<file path="src/rtl/disp_arbiter.sv">
// disp_arbiter: fixed-priority display arbiter with minimum-hold lock and
// 8-digit active-low seven-segment scan of the owner's 16-bit value.
module disp_arbiter #(
  parameter int SCAN_DIV    = 50000,
  parameter int HOLD_FRAMES = 16
) (
  input  logic        clk,
  input  logic        rst,
  input  logic [3:0]  req,
  input  logic [15:0] data0,
  input  logic [15:0] data1,
  input  logic [15:0] data2,
  input  logic [15:0] data3,
  output logic [3:0]  grant,
  output logic        busy,
  output logic [7:0]  DIG,
  output logic [7:0]  Y
);
  localparam int DW = SCAN_DIV > 1 ? $clog2(SCAN_DIV) : 1;
  localparam int HW = $clog2(HOLD_FRAMES + 1);
  localparam logic [7:0] HEX [16] = '{
    8'hC0, 8'hF9, 8'hA4, 8'hB0, 8'h99, 8'h92, 8'h82, 8'hF8,
    8'h80, 8'h90, 8'h88, 8'h83, 8'hC6, 8'hA1, 8'h86, 8'h8E
  };
  typedef enum logic [1:0] {IDLE, OWN, BLANK} state_t;
  state_t          st_q, st_d;
  logic [DW-1:0]   div_q;
  logic [2:0]      idx_q;
  logic [1:0]      own_q, own_d, pick;
  logic [HW-1:0]   hold_q, hold_d, hold_inc;
  logic [15:0]     snap_q, snap_d, d_own, d_pick;
  logic [3:0]      grant_q, nib;
  logic            busy_q, tick, bnd, higher;
  logic [7:0]      dig_q, y_q, y_d;
  assign tick     = div_q == DW'(SCAN_DIV - 1);
  assign bnd      = tick && idx_q == 3'd7;
  assign pick     = req[0] ? 2'd0 : req[1] ? 2'd1 : req[2] ? 2'd2 : 2'd3;
  assign d_own    = own_q == 2'd0 ? data0 : own_q == 2'd1 ? data1 : own_q == 2'd2 ? data2 : data3;
  assign d_pick   = pick == 2'd0 ? data0 : pick == 2'd1 ? data1 : pick == 2'd2 ? data2 : data3;
  assign hold_inc = hold_q == HW'(HOLD_FRAMES) ? hold_q : hold_q + 1'b1;
  assign higher   = |(req & ((4'd1 << own_q) - 4'd1));
  always_comb begin
    st_d   = st_q;
    own_d  = own_q;
    hold_d = hold_q;
    snap_d = snap_q;
    if (bnd && st_q != OWN) begin
      st_d = |req ? OWN : IDLE;
      if (|req) begin
        own_d  = pick;
        hold_d = '0;
        snap_d = d_pick;
      end
    end else if (bnd) begin
      hold_d = hold_inc;
      if (hold_inc == HW'(HOLD_FRAMES)) begin
        if (!req[own_q]) st_d = |req ? BLANK : IDLE;
        else if (higher) st_d = BLANK;
        else snap_d = d_own;
      end
    end
  end
  // Each tick shows the slot just finished counting, using next-state data so
  // a boundary edge already reflects the new owner and snapshot.
  assign nib = snap_d[{idx_q[1:0], 2'b00} +: 4];
  assign y_d = st_d == IDLE  ? 8'hBF :
               st_d == BLANK ? 8'hFF :
               idx_q == 3'd7 ? HEX[{2'b00, own_d}] :
               idx_q[2]      ? 8'hFF : HEX[nib];
  always_ff @(posedge clk or negedge rst) begin
    if (!rst) begin
      div_q   <= '0;
      idx_q   <= '0;
      st_q    <= IDLE;
      own_q   <= '0;
      hold_q  <= '0;
      snap_q  <= '0;
      grant_q <= '0;
      busy_q  <= 1'b0;
      dig_q   <= 8'hFF;
      y_q     <= 8'hFF;
    end else begin
      div_q   <= tick ? '0 : div_q + 1'b1;
      st_q    <= st_d;
      own_q   <= own_d;
      hold_q  <= hold_d;
      snap_q  <= snap_d;
      grant_q <= st_d == OWN ? 4'd1 << own_d : 4'd0;
      busy_q  <= st_d != IDLE;
      if (tick) begin
        idx_q <= idx_q + 3'd1;
        dig_q <= ~(8'd1 << idx_q);
        y_q   <= y_d;
      end
    end
  end
  assign grant = grant_q;
  assign busy  = busy_q;
  assign DIG   = dig_q;
  assign Y     = y_q;
endmodule

</file>
<file path="config.mk">
export PLATFORM = sky130hd
export DESIGN_NAME = disp_arbiter
export DESIGN_NICKNAME = d
export VERILOG_FILES = /design/src/rtl/disp_arbiter.sv
export SDC_FILE = /design/constraint.sdc
export NUM_CORES = 1
export LEC_CHECK = 0
export ABC_AREA = 1
export CORE_ASPECT_RATIO = 0.9
export CORE_MARGIN = 2
export CORE_UTILIZATION = 49
export CTS_CLUSTER_SIZE = 25
export DETAILED_ROUTE_END_ITERATION = 10
export PLACE_DENSITY = 0.78
export SLEW_MARGIN = 15
export SYNTH_ARGS = -nofsm -noshare
export SYNTH_HDL_FRONTEND = slang
export SYNTH_SLANG_ARGS = --single-unit
</file>
<file path="constraint.sdc">
create_clock -name clk -period 2.9 [get_ports clk]
set_input_delay 0.58 -clock clk [delete_from_list [all_inputs] [get_ports clk]]
set_output_delay 0.58 -clock clk [all_outputs]
set_load 0.01 [all_outputs]
</file>
== Yosys cells after proc, flatten, opt, wreduce, memory -nomap -nowiden ==
Memories as Yosys holds them, arrays and structs flattened.
Cells that the tools add are included.

* Flip-flop bits (word level): 65
* Bits in latches: 0
* Memory bits (writable): 0
* Bits in read-only memories: 256
* Input port bits: 70
* Output and inout port bits: 21
* Word-level logic and storage cells: 89
* Memories: 2

* $add $sub $neg: 4
* Multipliers: 0
* Div/mod/pow operators: 0
* Magnitude comparators: 3
* Eq/ne operators: 12
* Shifts and indexed selects: 4
* Multiplexer cells: 40
* Bitwise operators: 4
* Reduce and logical (&&, ||, !) cells: 10

{| class="wikitable"
|+ Memory list
! memory !! words !! width !! read ports !! clocked after memory_dff !! write ports !! RTL line !! source
|-
| (no name shown) || 16 || 8 || 1 || 0 || 0 || 69 || <nowiki>idx_q[2] ? 8'hFF : HEX[nib];</nowiki>
|-
| (no name shown) || 16 || 8 || 1 || 0 || 0 || 68 || <nowiki>idx_q == 3'd7 ? HEX[{2'b00, own_d}] :</nowiki>
|}

{| class="wikitable"
|+ Operators with widths
! kind !! count
|-
| two-way mux 16 bit || 13
|-
| two-way mux 8 bit || 8
|-
| two-way mux 2 bit || 10
|-
| two-way mux 5 bit || 4
|-
| adder 16 x 1 -> 16 bit (second input constant) || 1
|-
| == test 16 bit (second input constant) || 1
|-
| variable part select 16 x 5 -> 4 bit || 1
|-
| == test 5 bit (second input constant) || 2
|-
| >= comparator 5 bit (second input constant) || 2
|-
| inverter 8 bit || 1
|-
| OR reduction 4 bit || 2
|-
| left shift 1 x 2 -> 4 bit (first input constant) || 2
|-
| left shift 1 x 3 -> 8 bit (first input constant) || 1
|-
| == test 2 x 1 -> 1 bit (second input constant) || 3
|-
| == test 2 bit (second input constant) || 3
|-
| logical NOT 2 bit || 3
|-
| adder 5 x 1 -> 5 bit (second input constant) || 1
|-
| inverter 2 -> 5 bit || 1
|-
| inverter 4 -> 5 bit || 1
|-
| AND 4 bit || 1
|-
| two-way mux 4 bit || 1
|-
| inequality test 2 x 1 -> 1 bit (second input constant) || 2
|-
| nonzero test 2 bit || 2
|-
| subtractor 4 x 1 -> 4 bit (second input constant) || 1
|-
| other kinds (7) || 10
|}

== Depth between registers and ports, before layout ==
Gate-level depths: netlist of the first run.

* Depth in word-level cells: 18
* Depth in mapped cells: 27
* Depth with buffers taken out: 26

== Worst setup path before layout of the first run ==
OpenSTA, ideal clock, no wires.

* Kind: in2reg
* Start: input port req[0]
* End: register y_q[4], in the netlist Y[4]
* Library setup time: 76 ps
* Arrival: 2661 ps
* Data required time: 2824 ps
* Path slack: 164 ps
* Stages: 23
* Buffers on the path: 2
* Cells stage by stage: buf_2 nor2_4 nand2_2 buf_2 o211ai_1 nand2_1 o21ai_0 nor2_1 a21oi_1 nand2_2 nand2_1 nand3_2 nand2_4 inv_1 ha_1 nand3_1 nor2_1 nor2_1 nand2_1 nand2_1 nand2_1 nand2_1 nand2_1

* Cells in the longest elaborated chain, start to end: 16
* Elaborated cells between the ends (all ways): 42
* Classes of those cells: 3 x eq/ne; 1 x shift; 29 x mux; 3 x bitwise; 4 x reduce/logical; 2 x memory

{| class="wikitable"
|+ RTL lines
! what !! RTL line !! source
|-
| start, declared || 9 || <nowiki>input logic [3:0] req,</nowiki>
|-
| AND 4 bit or two-way mux 2 bit (tied branches) || 41, 37 ||
|-
| OR reduction 4 bit or == test 2 bit (tied branches) || 41, 39 ||
|-
| two-way mux 16 bit (on tied branches) || 58, 39 ||
|-
| two-way mux 16 bit (on tied branches) || 57, 39 ||
|-
| two-way mux 16 bit (on tied branches) || 56, 39 ||
|-
| two-way mux 16 bit (on tied branches) || 54, 49 ||
|-
| two-way mux 16 bit * || 47 || <nowiki>if (bnd && st_q != OWN) begin</nowiki>
|-
| named net snap_d[0] || 31 || <nowiki>logic [15:0] snap_q, snap_d, d_own, d_pick;</nowiki>
|-
| variable part select 16 x 5 -> 4 bit * || 65 || <nowiki>assign nib = snap_d[{idx_q[1:0], 2'b00} +: 4];</nowiki>
|-
| inverter 4 -> 5 bit (implied by the code) * || 69 ||
|-
| memory (16 x 8 bit) * || - ||
|-
| two-way mux 8 bit (implied by the code) * (2 in a row) || 69 ||
|-
| two-way mux 8 bit * || 69 ||
|-
| two-way mux 8 bit * || 68 ||
|-
| two-way mux 8 bit * || 67 || <nowiki>st_d == BLANK ? 8'hFF :</nowiki>
|-
| two-way mux 8 bit * || 66 || <nowiki>assign y_d = st_d == IDLE ? 8'hBF :</nowiki>
|-
| end signal, assigned || 93 || <nowiki>y_q <= y_d;</nowiki>
|-
| end, declared || 34 || <nowiki>logic [7:0] dig_q, y_q, y_d;</nowiki>
|}

Mark *: on every way through the listed nets, which the timed path passes. The rest lies on a longest branch. The select of a mux whose other input is x is not followed.
A chain may end at the register's enable or synchronous reset.

== Final worst setup path of the first run ==
* Start: register div_q[7]
* End: register y_q[3], in the netlist Y[3]

* Cells in the longest elaborated chain, start to end: 13
* Elaborated cells between the ends (all ways): 23
* Classes of those cells: 2 x eq/ne; 1 x shift; 13 x mux; 2 x bitwise; 3 x reduce/logical; 2 x memory

{| class="wikitable"
|+ RTL lines
! what !! RTL line !! source
|-
| start, declared || 27 || <nowiki>logic [DW-1:0] div_q;</nowiki>
|-
| start signal, assigned || 83 || <nowiki>div_q <= tick ? '0 : div_q + 1'b1;</nowiki>
|-
| == test 16 bit * || 35 || <nowiki>assign tick = div_q == DW'(SCAN_DIV - 1);</nowiki>
|-
| logical AND 1 bit * || 36 || <nowiki>assign bnd = tick && idx_q == 3'd7;</nowiki>
|-
| two-way mux 16 bit or logical AND 1 bit (tied branches) || 54, 47 ||
|-
| two-way mux 16 bit * || 47 ||
|-
| named net snap_d[13] || 31 ||
|-
| variable part select 16 x 5 -> 4 bit * || 65 ||
|-
| inverter 4 -> 5 bit (implied by the code) * || 69 ||
|-
| memory (16 x 8 bit) * || - ||
|-
| two-way mux 8 bit (implied by the code) * (2 in a row) || 69 ||
|-
| two-way mux 8 bit * || 69 ||
|-
| two-way mux 8 bit * || 68 ||
|-
| two-way mux 8 bit * || 67 ||
|-
| two-way mux 8 bit * || 66 ||
|}

Marked as above.

==> reports/results.ini, run 1 <==
[status]
status = complete, but fails checks
violations = setup timing

[clock_network]
numClockSinks = 64
clkTransAtPathRegs_ns = 0.05
postCtsHoldBufs = 0
numCtsBuffers = 9
clock_latency_ns = 0.34
clockBufferDepth = 2
cts_tree = done
root_buffer = clkbuf_16
htree_levels = 3

[worst_setup_path]
crit-reg2reg-launch = div_q[7]
cp.arrival_ns = 3.17
worst_r2r_path_depth = 18
crit_type = register to register
rrSetupSlack_ns = -0.003
start_kind = register
rr_endpoint = Y[3]
endpoint_kind = register
cp.required_ns = 3.17
worst-path-max-fanout = 6

[synth]
synth-edff-count = 0
synth_warnings = 0
synth_cell_types = 41
ys.flop_type = dfrtp_1
syn_nets = 855
synth_cells = 770
syn_area_um2 = 5070
seq_area_frac_synth_pct = 31.9
ys_seq_elements = 64
avgSynthCellArea_um2 = 6.59
synthArstFlopShare_pct = 100

[timing]
min_period_ns = 2.90
timing.hold.ws_ns = 0.424
slew_headroom_pct = 46.2
max_freq_mhz = 344
worstMarginPinSlew_ns = 0.807
hold_viol = 0
fin_skew_ns = 0.00995
finalWorstSetupSlack_ns = -0.00318
setup_viol = 1
finalMaxSlewViolations = 0
period_share_pct = 100
rsz0062_at_grt = true

[floorplanning]
num_io_pins = 91
die_w_um = 111
die_h_um = 101
initial_core_util_pct = 50.0
num_rows = 35
core_area_um2 = 10200
fp.dieArea_um2 = 11200

[layout]
fin_nets = 1001
area_growth_pct = 41.0
n_antenna_cell = 0
final_cell_mix = 205 x nand2_1, 97 x inv_1, 84 x clkdlybuf4s50_1
final_common_cell = nand2_1
fill_cells = 838
final_cell_area_um2 = 7150
drive_gt1_share_pct = 23.1

[global_routing]
grt_antenna_before_repair = 0
grt_max_degree = 65
grt_pass1_vias = 5459
grt_pass1_wl_um = 25400
grtUsageTotal_pct = 27.5
overflow = 0

[pwr]
vdd_drop_max_v = 0.000227
leakagePower_uw = 0.00362
power_density_nw_per_um2 = 313

[routing]
wl_per_cell_um = 15.0
first_pass_iters = 6
wl_um = 15800
dr_wl_met2_um = 7660
drtIter0Drc = 511
wl_met1_um = 6770
ant_nets = 0
post-route-drc-count = 0
vias = 5742
wl_met3_um = 1030
top_layer = met4
drt-vias-per-instance = 5.47

[worst_hold_path]
min_path_type = input port to async pin

[placed_design]
dp_slack_ns = -0.532
place.gp.congestion = 0.875
dpl-instance-area_um2 = 6370
hpwl_um = 11200
portBuffers = 89

[job]
cap_violations = 0

[cell usage after synthesis, types with 3 or more instances]
| library cell | number | area [um2] |
|---|---|---|
| o21ai_0 | 30 | 150 |
| a21oi_1 | 48 | 240 |
| nand4_1 | 14 | 87.6 |
| clkinv_1 | 3 | 11.3 |
| nand2_1 | 218 | 818 |
| inv_2 | 8 | 30.0 |
| a31oi_1 | 8 | 50.1 |
| buf_4 | 7 | 52.6 |
| o22ai_1 | 6 | 37.5 |
| o21a_1 | 4 | 30.0 |
| nand2_4 | 5 | 56.3 |
| clkbuf_1 | 7 | 26.3 |
| nand2_2 | 8 | 50.1 |
| o21ai_1 | 4 | 20.0 |
| or2_2 | 6 | 37.5 |
| o211ai_1 | 18 | 135 |
| nor2_1 | 62 | 233 |
| nor3_1 | 6 | 30.0 |
| nor2_2 | 5 | 31.3 |
| nor2_4 | 5 | 56.3 |
| dfstp_2 | 15 | 394 |
| inv_1 | 102 | 383 |
| dfrtp_1 | 49 | 1230 |
| nand3_1 | 80 | 400 |
| ha_1 | 15 | 188 |
| xor2_1 | 4 | 35.0 |
| nand3_2 | 4 | 40.0 |
| buf_2 | 14 | 70.1 |
[where the power goes]
| group | switching (uW) | total (uW) | internal [uW] |
|---|---|---|---|
| clock network | 397 | 1080 | 686 |
| registers | 0.462 | 897 | 896 |
| logic | 126 | 261 | 135 |
[per-layer routing]
metal	vias up	global-route usage (%)
met5	-	0
met4	0	8.64
met3	37	5.11
met2	215	46.4
met1	2722	36.3
li1	2768	-
[critical path, stage by stage (launching register included)]
cell and delay [ns]:
dfrtp_1 0.36, inv_1 0.11, nand4_1 0.19, nor2_4 0.20, nand3_4 0.15, nor2_4 0.26
nand3_4 0.16, nand2_1 0.09, nand3_1 0.08, nand2_1 0.11, nand2_1 0.07, nand3_1 0.15
nand2_4 0.12, ha_1 0.33, nand2_2 0.09, nand3_1 0.07, nand3_1 0.08, nand2_1 0.07
a21oi_2 0.14
[final cells by class]
class	count	area (um2)	area share, %
Multi-Input combinational cell	563	3160	44.2
Sequential cell	64	1620	22.7
Timing Repair Buffer	164	1470	20.5
Inverter	114	442	6.17
Clock buffer	11	243	3.39
Tap cell	129	161	2.26
Clock inverter	5	56.3	0.787
[worst max path at each step]
stage | start | end | slack [ns]
after floorplan | req[0] | Y[4] | 0.16
after global placement | req[0] | Y[6] | -0.41
after detailed placement | req[0] | Y[5] | -0.53
after CTS | hold_q[0] | Y[3] | 0.002
after global routing | div_q[7] | Y[5] | -0.19
final | div_q[7] | Y[3] | -0.003
[timing repair]
action                                  in CTS  in global routing
endpoints found under the hold margin        0                  0
cloned                                       1                  0
resized for setup                            8                 80
buffers inserted                             3                 16
endpoints found under the setup margin       7                  7
pin swaps                                    1                 37
[flip-flops by register name, indices dropped and copies added (netlist names)]
signal and cells:
snap_q 16, Y 7, div_q 16, grant 4, DIG 8, own_q 2
st_q 2, idx_q 3, hold_q 5, busy 1
[logic make-up (layout without fill, tap and decap cells)]
family          Yosys count  count (layout)  share of synthesized area, %
other cells               1               1                        0.0739
buf+inv                 144             294                          11.9
xor+xnor                  4               4                         0.690
simple gates            420             421                          38.1
fa+ha+maj                15              15                          3.70
compound gates          122             122                          13.7
flops                    64              64                          31.9
[per-stage QoR]
stage	instances	power (uW)	util (%)	setup TNS, ns
floorplan	770	1020	-	0
global placement	1014	1160	62.7	-2.70
detailed placement	1014	1170	62.7	-3.39
CTS	1034	2250	66.1	0
global route	1050	2310	70.4	-1.05
finish	1050	2240	70.4	-0.00318
(Power assumes the default switching activity.)
==> run 2: changes to the inputs <==
--- a/config.mk
+++ b/config.mk
@@ -7,7 +7,6 @@
 export LEC_CHECK = 0
 export ABC_AREA = 1
 export CORE_ASPECT_RATIO = 0.9
-export CORE_MARGIN = 2
 export CORE_UTILIZATION = 49
 export CTS_CLUSTER_SIZE = 25
 export DETAILED_ROUTE_END_ITERATION = 10
==> run 2 against run 1 <==
Effect of this change: the run still ends with setup timing left; clock-buffer cell count shrank 1; largest power group unchanged; global-route usage grew 4.4 points; maximum frequency shrank 2.8%; via count grew 3.3%; power grew 7.5%; worst setup slack lost 0.084 ns; non-clock buffer count is the same; critical path depth grew 1; routed wire length grew 8.1%; worst hold slack lost 0.21 ns.
==> reports/results.ini, run 2 (synthesized netlist as in run 1, its figures left out) <==
[status]
status = complete, but fails checks
violations = setup timing

[pwr]
vdd_drop_max_v = 0.000422  ; +86%
leakagePower_uw = 0.00362  ; -0.26%
power_density_nw_per_um2 = 337  ; +7.7%

[floorplanning]
num_rows = 34  ; -2.9%
num_io_pins = 91  ; unchanged
die_h_um = 98.5  ; -2.0%
core_area_um2 = 9870  ; -2.9%
fp.dieArea_um2 = 10800  ; -3.8%
initial_core_util_pct = 51.4  ; +1.5 points
die_w_um = 109  ; -1.8%

[timing]
max_freq_mhz = 335  ; -2.8%
rsz0062_at_grt = true
slew_headroom_pct = 59.9  ; +14 points
finalMaxSlewViolations = 0  ; unchanged
period_share_pct = 103  ; +2.9 points
setup_viol = 5  ; +4
final.setup.tns_ns = -0.234  ; -0.230 ns
hold_viol = 0  ; unchanged
worstMarginPinSlew_ns = 0.600  ; -0.207 ns
finalWorstSetupSlack_ns = -0.0875  ; -0.0843 ns
min_period_ns = 2.99  ; +0.0843 ns
fin_skew_ns = 0.00750  ; -0.00245 ns

[placed_design]
portBuffers = 89  ; unchanged
place.gp.congestion = 0.919  ; +5.0%
hpwl_um = 11900  ; +5.9%
dp.cells = 1011  ; -0.30%

[routing]
first_pass_iters = 6  ; unchanged
post-route-drc-count = 0  ; unchanged
wl_um = 17100  ; +8.1%
drt-vias-per-instance = 5.66  ; +3.5%
ant_nets = 0  ; unchanged
drtIter0Drc = 629  ; +23%
wl_per_cell_um = 16.3  ; +8.3%
vias = 5932  ; +3.3%

[clock_network]
clock_latency_ns = 0.34  ; about the same
numClockSinks = 64  ; unchanged
root_buffer = clkbuf_16
numCtsBuffers = 9  ; unchanged
htree_levels = 3  ; unchanged
cts_tree = done
clockBufferDepth = 2  ; unchanged
clkTransAtPathRegs_ns = 0.05  ; about the same

[layout]
fill_cells = 778  ; -7.2%
area_growth_pct = 40.8
fin_util_pct = 72.4  ; +2.0 points
drive_gt1_share_pct = 21.9  ; -1.2 points
final_cell_mix = 204 x nand2_1, 97 x inv_1, 85 x clkdlybuf4s50_1
n_antenna_cell = 0  ; unchanged
fin_cells = 1048  ; -0.19%
final_common_cell = nand2_1
fin_nets = 1002  ; +0.10%

[worst_setup_path]
crit_slowest_cell = clkdlybuf4s50_1
endpoint_kind = register
start_kind = input port
cpMostUsedCell = nand2_2
crit-reg2reg-launch = hold_q[1]
slowest_delay_ns = 0.51  ; +0.15 ns
cp.arrival_ns = 3.26  ; +0.09 ns
crit_type = input port to register
cp.required_ns = 3.17  ; about the same
cp_cell_sequence = clkdlybuf4s50_1 -> a21oi_1 -> o21ai_1 -> nand2_2 -> nor2_4 -> nand3_4 -> nand2_2 -> nand3_2 -> nand2_2 -> nand2_1 -> nand3_2 -> nand2_4 -> buf_4 -> ha_1 -> nand2_2 -> nand3_1 -> nand3_1 -> nand2_1 -> a21oi_2
worst-path-max-fanout = 6  ; unchanged
critPathLaunch = req[3]

[global_routing]
grt_pass1_vias = 5679  ; +4.0%
grt_max_degree = 27  ; -58%
overflow = 0  ; unchanged
grtUsageTotal_pct = 32.0  ; +4.4 points
grt_pass1_wl_um = 26700  ; +5.3%
grt_antenna_before_repair = 0  ; unchanged

[worst_hold_path]
min_path_type = input port to async pin

[job]
cap_violations = 0  ; unchanged

run 2: final cells by class:
cell class,count,area (um2),share of cell area (%)
clock buffers,10,229,3.20
flip-flops and latches,64,1620,22.7
clock inverters,6,108,1.51
inverters,114,439,6.15
well taps,126,158,2.21
repair buffers,164,1480,20.7
multi-input cells,564,3110,43.5
run 2: worst paths after layout:
path | end | slack [ns] | depth (start not counted)
worst max-delay path | Y[3] | -0.09 | 19
worst min-delay path | snap_q[8] | 0.21 | 1
worst max register to register | Y[3] | -0.06 | 22
worst min register to register | Y[6] | 0.47 | 2
max in group asynchronous | DIG[7] | 1.92 | 2
min in group clk | Y[6] | 0.47 | 2
run 2: critical path: cells and delay by family:
family                   cells  cell delay (ns)
AND/OR/NAND/NOR             13             1.39
buffers and inverters        2             0.66
AO/OA/AOI/OAI                3             0.31
adder cells (fa/ha/maj)      1             0.31
run 2: routing by layer:
layer	part of all wire, %	track usage (%)	vias up
li1	-	-	2779
met1	41	42.2	2799
met2	48	52.6	303
met3	8.4	6.08	51
met4	2.7	10.1	0
met5	0	0	-
run 2: repair_timing:
item | 4_1_cts | 5_1_grt
gates cloned | 2 | 0
gates resized for setup | 18 | 55
endpoints found under the setup margin | 7 | 7
pin swaps | 7 | 21
setup buffers | 8 | 11
hold buffers | 0 | 0
run 2: where the power goes:
group	internal, uW	switching, uW
combinational	144	134
sequential	896	0.469
clock	836	400
total	1880	534
run 2: per-stage QoR:
step | hold slack [ns] | setup slack (ns) | cell area (um2) | total power (uW)
final | 0.210 | -0.0875 | 7140 | 2410
after global routing | 0.247 | -0.219 | 7140 | 2480
after CTS | 0.221 | 0.00111 | 6840 | 2420
after detailed placement | 0.462 | -0.545 | 6380 | 1180
after global placement | 0.462 | -0.416 | 6380 | 1180
after floorplan | 0.284 | 0.164 | 5070 | 1020
==> run 3: changes to the inputs <==
--- a/config.mk
+++ b/config.mk
@@ -6,7 +6,6 @@
 export NUM_CORES = 1
 export LEC_CHECK = 0
 export ABC_AREA = 1
-export CORE_ASPECT_RATIO = 0.9
 export CORE_UTILIZATION = 49
 export CTS_CLUSTER_SIZE = 25
 export DETAILED_ROUTE_END_ITERATION = 10
==> constraint.sdc (replaced) <==
create_clock -name clk -period 2.9 [get_ports clk]
set_input_delay 0.29 -clock clk [delete_from_list [all_inputs] [get_ports clk]]
set_output_delay 0.29 -clock clk [all_outputs]
set_load 0.01 [all_outputs]
==> run 3 against run 2 <==
Effect of this change: the flow finishes with violations (hold timing); routed wire length decreased by 7.1%; worst setup slack improved by 0.12 ns; power is 13% lower.
==> reports/results.ini, run 3 (synthesized netlist as in run 1, its figures left out) <==
[status]
status = complete, but fails checks
violations = hold timing

[routing]
wl_um = 15900  ; -7.1%
drt-vias-per-instance = 5.53  ; -2.2%
vias = 5767  ; -2.8%
ant_nets = 0  ; unchanged
post-route-drc-count = 0  ; unchanged
wl_per_cell_um = 15.2  ; -6.5%
drtIter0Drc = 446  ; -29%
first_pass_iters = 8  ; +2

[placed_design]
place.gp.congestion = 0.917  ; -0.23%
dp.cells = 1012  ; +0.099%
dp_slack_ns = -0.252  ; +0.293 ns
hpwl_um = 11300  ; -5.0%
portBuffers = 89  ; unchanged
dpl-instance-area_um2 = 6380  ; about the same

[timing]
setup_viol = 0  ; -5
slew_headroom_pct = 56.9  ; -3.0 points
timing.hold.ws_ns = -0.0496  ; -0.260 ns
finalWorstSetupSlack_ns = 0.0371  ; +0.125 ns
worstMarginPinSlew_ns = 0.646  ; +0.0459 ns
hold_viol = 32  ; +32
min_period_ns = 2.86  ; -0.125 ns
fin_skew_ns = 0.00929  ; +0.00179 ns
period_share_pct = 98.7  ; -4.3 points
rsz0062_at_grt = true
max_freq_mhz = 349  ; +4.4%
finalMaxSlewViolations = 0  ; unchanged

[layout]
final_common_cell = nand2_1
final_cell_area_um2 = 6960  ; -2.6%
final_cell_mix = 209 x nand2_1, 96 x inv_1, 88 x clkdlybuf4s50_1
area_growth_pct = 37.2
fin_nets = 989  ; -1.3%
n_antenna_cell = 0  ; unchanged
drive_gt1_share_pct = 19.9  ; -2.0 points
fin_cells = 1042  ; -0.57%

[worst_setup_path]
path_buf_inv = 4  ; +2
cpMostUsedCell = nand2_1
critPathLaunch = hold_q[1]
cp.required_ns = 3.18  ; about the same
rr_endpoint = Y[0]
crit_type = register to register
worst-path-max-fanout = 7  ; +1
worst_r2r_path_depth = 24  ; +9.1%
rrSetupSlack_ns = 0.04  ; +0.10 ns
crit_slowest_cell = dfrtp_1
cp_cell_sequence = inv_2 -> ha_4 -> nand2_2 -> inv_2 -> nand2_4 -> nand2_4 -> nand3_4 -> nor2_4 -> buf_12 -> nand3_4 -> nand2_1 -> nand3_1 -> nand2_1 -> nand2_1 -> nand3_2 -> nand2_4 -> inv_4 -> ha_2 -> nand3_1 -> nand2_1 -> nand2_1 -> nand3_1 -> nand2_1 -> a21oi_1
slowest_delay_ns = 0.43  ; -0.08 ns
crit-reg2reg-launch = hold_q[1]
cp.arrival_ns = 3.14  ; -0.12 ns
crit_family = simple AND/OR/NAND/NOR gates
start_kind = register
endpoint_kind = register

[pwr]
power.total_uw = 2100  ; -13%
vdd_drop_max_v = 0.000297  ; -30%
leakagePower_uw = 0.00351  ; -2.8%
power_density_nw_per_um2 = 302  ; -11%

[global_routing]
grt_antenna_before_repair = 0  ; unchanged
grt_pass1_vias = 5466  ; -3.8%
overflow = 0  ; unchanged
grtUsageTotal_pct = 29.2  ; -2.8 points
grt_max_degree = 50  ; +85%
grt_pass1_wl_um = 25500  ; -4.6%

[floorplanning]
fp.dieArea_um2 = 10800  ; about the same
num_io_pins = 91  ; unchanged
core_area_um2 = 9910  ; +0.41%
die_w_um = 104  ; -5.0%
num_rows = 36  ; +5.9%
die_h_um = 104  ; +5.3%
initial_core_util_pct = 51.2  ; -0.21 points

[worst_hold_path]
min_path_type = input port to async pin

[clock_network]
clkTransAtPathRegs_ns = 0.08  ; +0.03 ns
numClockSinks = 64  ; unchanged
clockBufferDepth = 2  ; unchanged
clock_latency_ns = 0.36  ; +0.02 ns
cts_tree = done
htree_levels = 3  ; unchanged
numCtsBuffers = 9  ; unchanged
root_buffer = clkbuf_8

[job]
cap_violations = 0  ; unchanged

-- run 3: power by group --
group	internal (uW)	total, uW	leakage [uW]	switching, uW
registers	895	895	0.000784	0.405
clock network	568	931	0.000116	363
logic	143	274	0.00261	131
total	1610	2100	0.00351	495
-- run 3: what timing repair did --
item	CTS	global route
hold buffers	0	0
cloned	1	0
gates resized for setup	12	46
setup buffers	6	7
pin swaps	6	19
setup endpoints to repair	6	7
-- run 3: how the worst max path moves through the flow --
stage / end / slack [ns] / cells past startpoint
3_5_place_dp: Y[4] / -0.25 / 22
5_1_grt: Y[4] / -0.17 / 23
4_1_cts: Y[4] / 0.003 / 27
6_report: Y[0] / 0.04 / 24
2_1_floorplan: Y[4] / 0.18 / 26
3_3_place_gp: Y[5] / -0.12 / 22
-- run 3: layout make-up --
type                            instances  area, um2
Clock buffer                           10        128
Clock inverter                          6        108
Fill cell                             808       2950
Inverter                              114        437
Multi-Input combinational cell        563       3070
Sequential cell                        64       1620
Tap cell                              133        166
Timing Repair Buffer                  152       1430
-- run 3: stage by stage --
| step | setup TNS, ns | util, % |
|---|---|---|
| finish | 0 | 70.3 |
| detailed placement | -1.11 | 64.4 |
| global route | -0.750 | 70.3 |
| global placement | -0.619 | 64.4 |
| floorplan | 0 | - |
| CTS | 0 | 67.7 |
-- run 3: worst register-to-register path, cell delays in order (launching register included) --
cell and delay (ns):
dfrtp_1 0.43, inv_2 0.10, ha_4 0.13, nand2_2 0.04, inv_2 0.08, nand2_4 0.07
nand2_4 0.09, nand3_4 0.08, nor2_4 0.13, buf_12 0.14, nand3_4 0.12, nand2_1 0.09
nand3_1 0.07, nand2_1 0.11, nand2_1 0.08, nand3_2 0.12, nand2_4 0.10, inv_4 0.09
ha_2 0.19, nand3_1 0.08, nand2_1 0.08, nand2_1 0.07, nand3_1 0.09, nand2_1 0.06
a21oi_1 0.15
-- run 3: metal layers --
layer  routed length [um]  track usage [%]  vias to the layer above
li1                     -                -                     2744
met1                 6640             36.3                     2729
met2                 7900             50.5                      235
met3                  876             5.60                       59
met4                  439             9.90                        0
met5                    0                0                        -
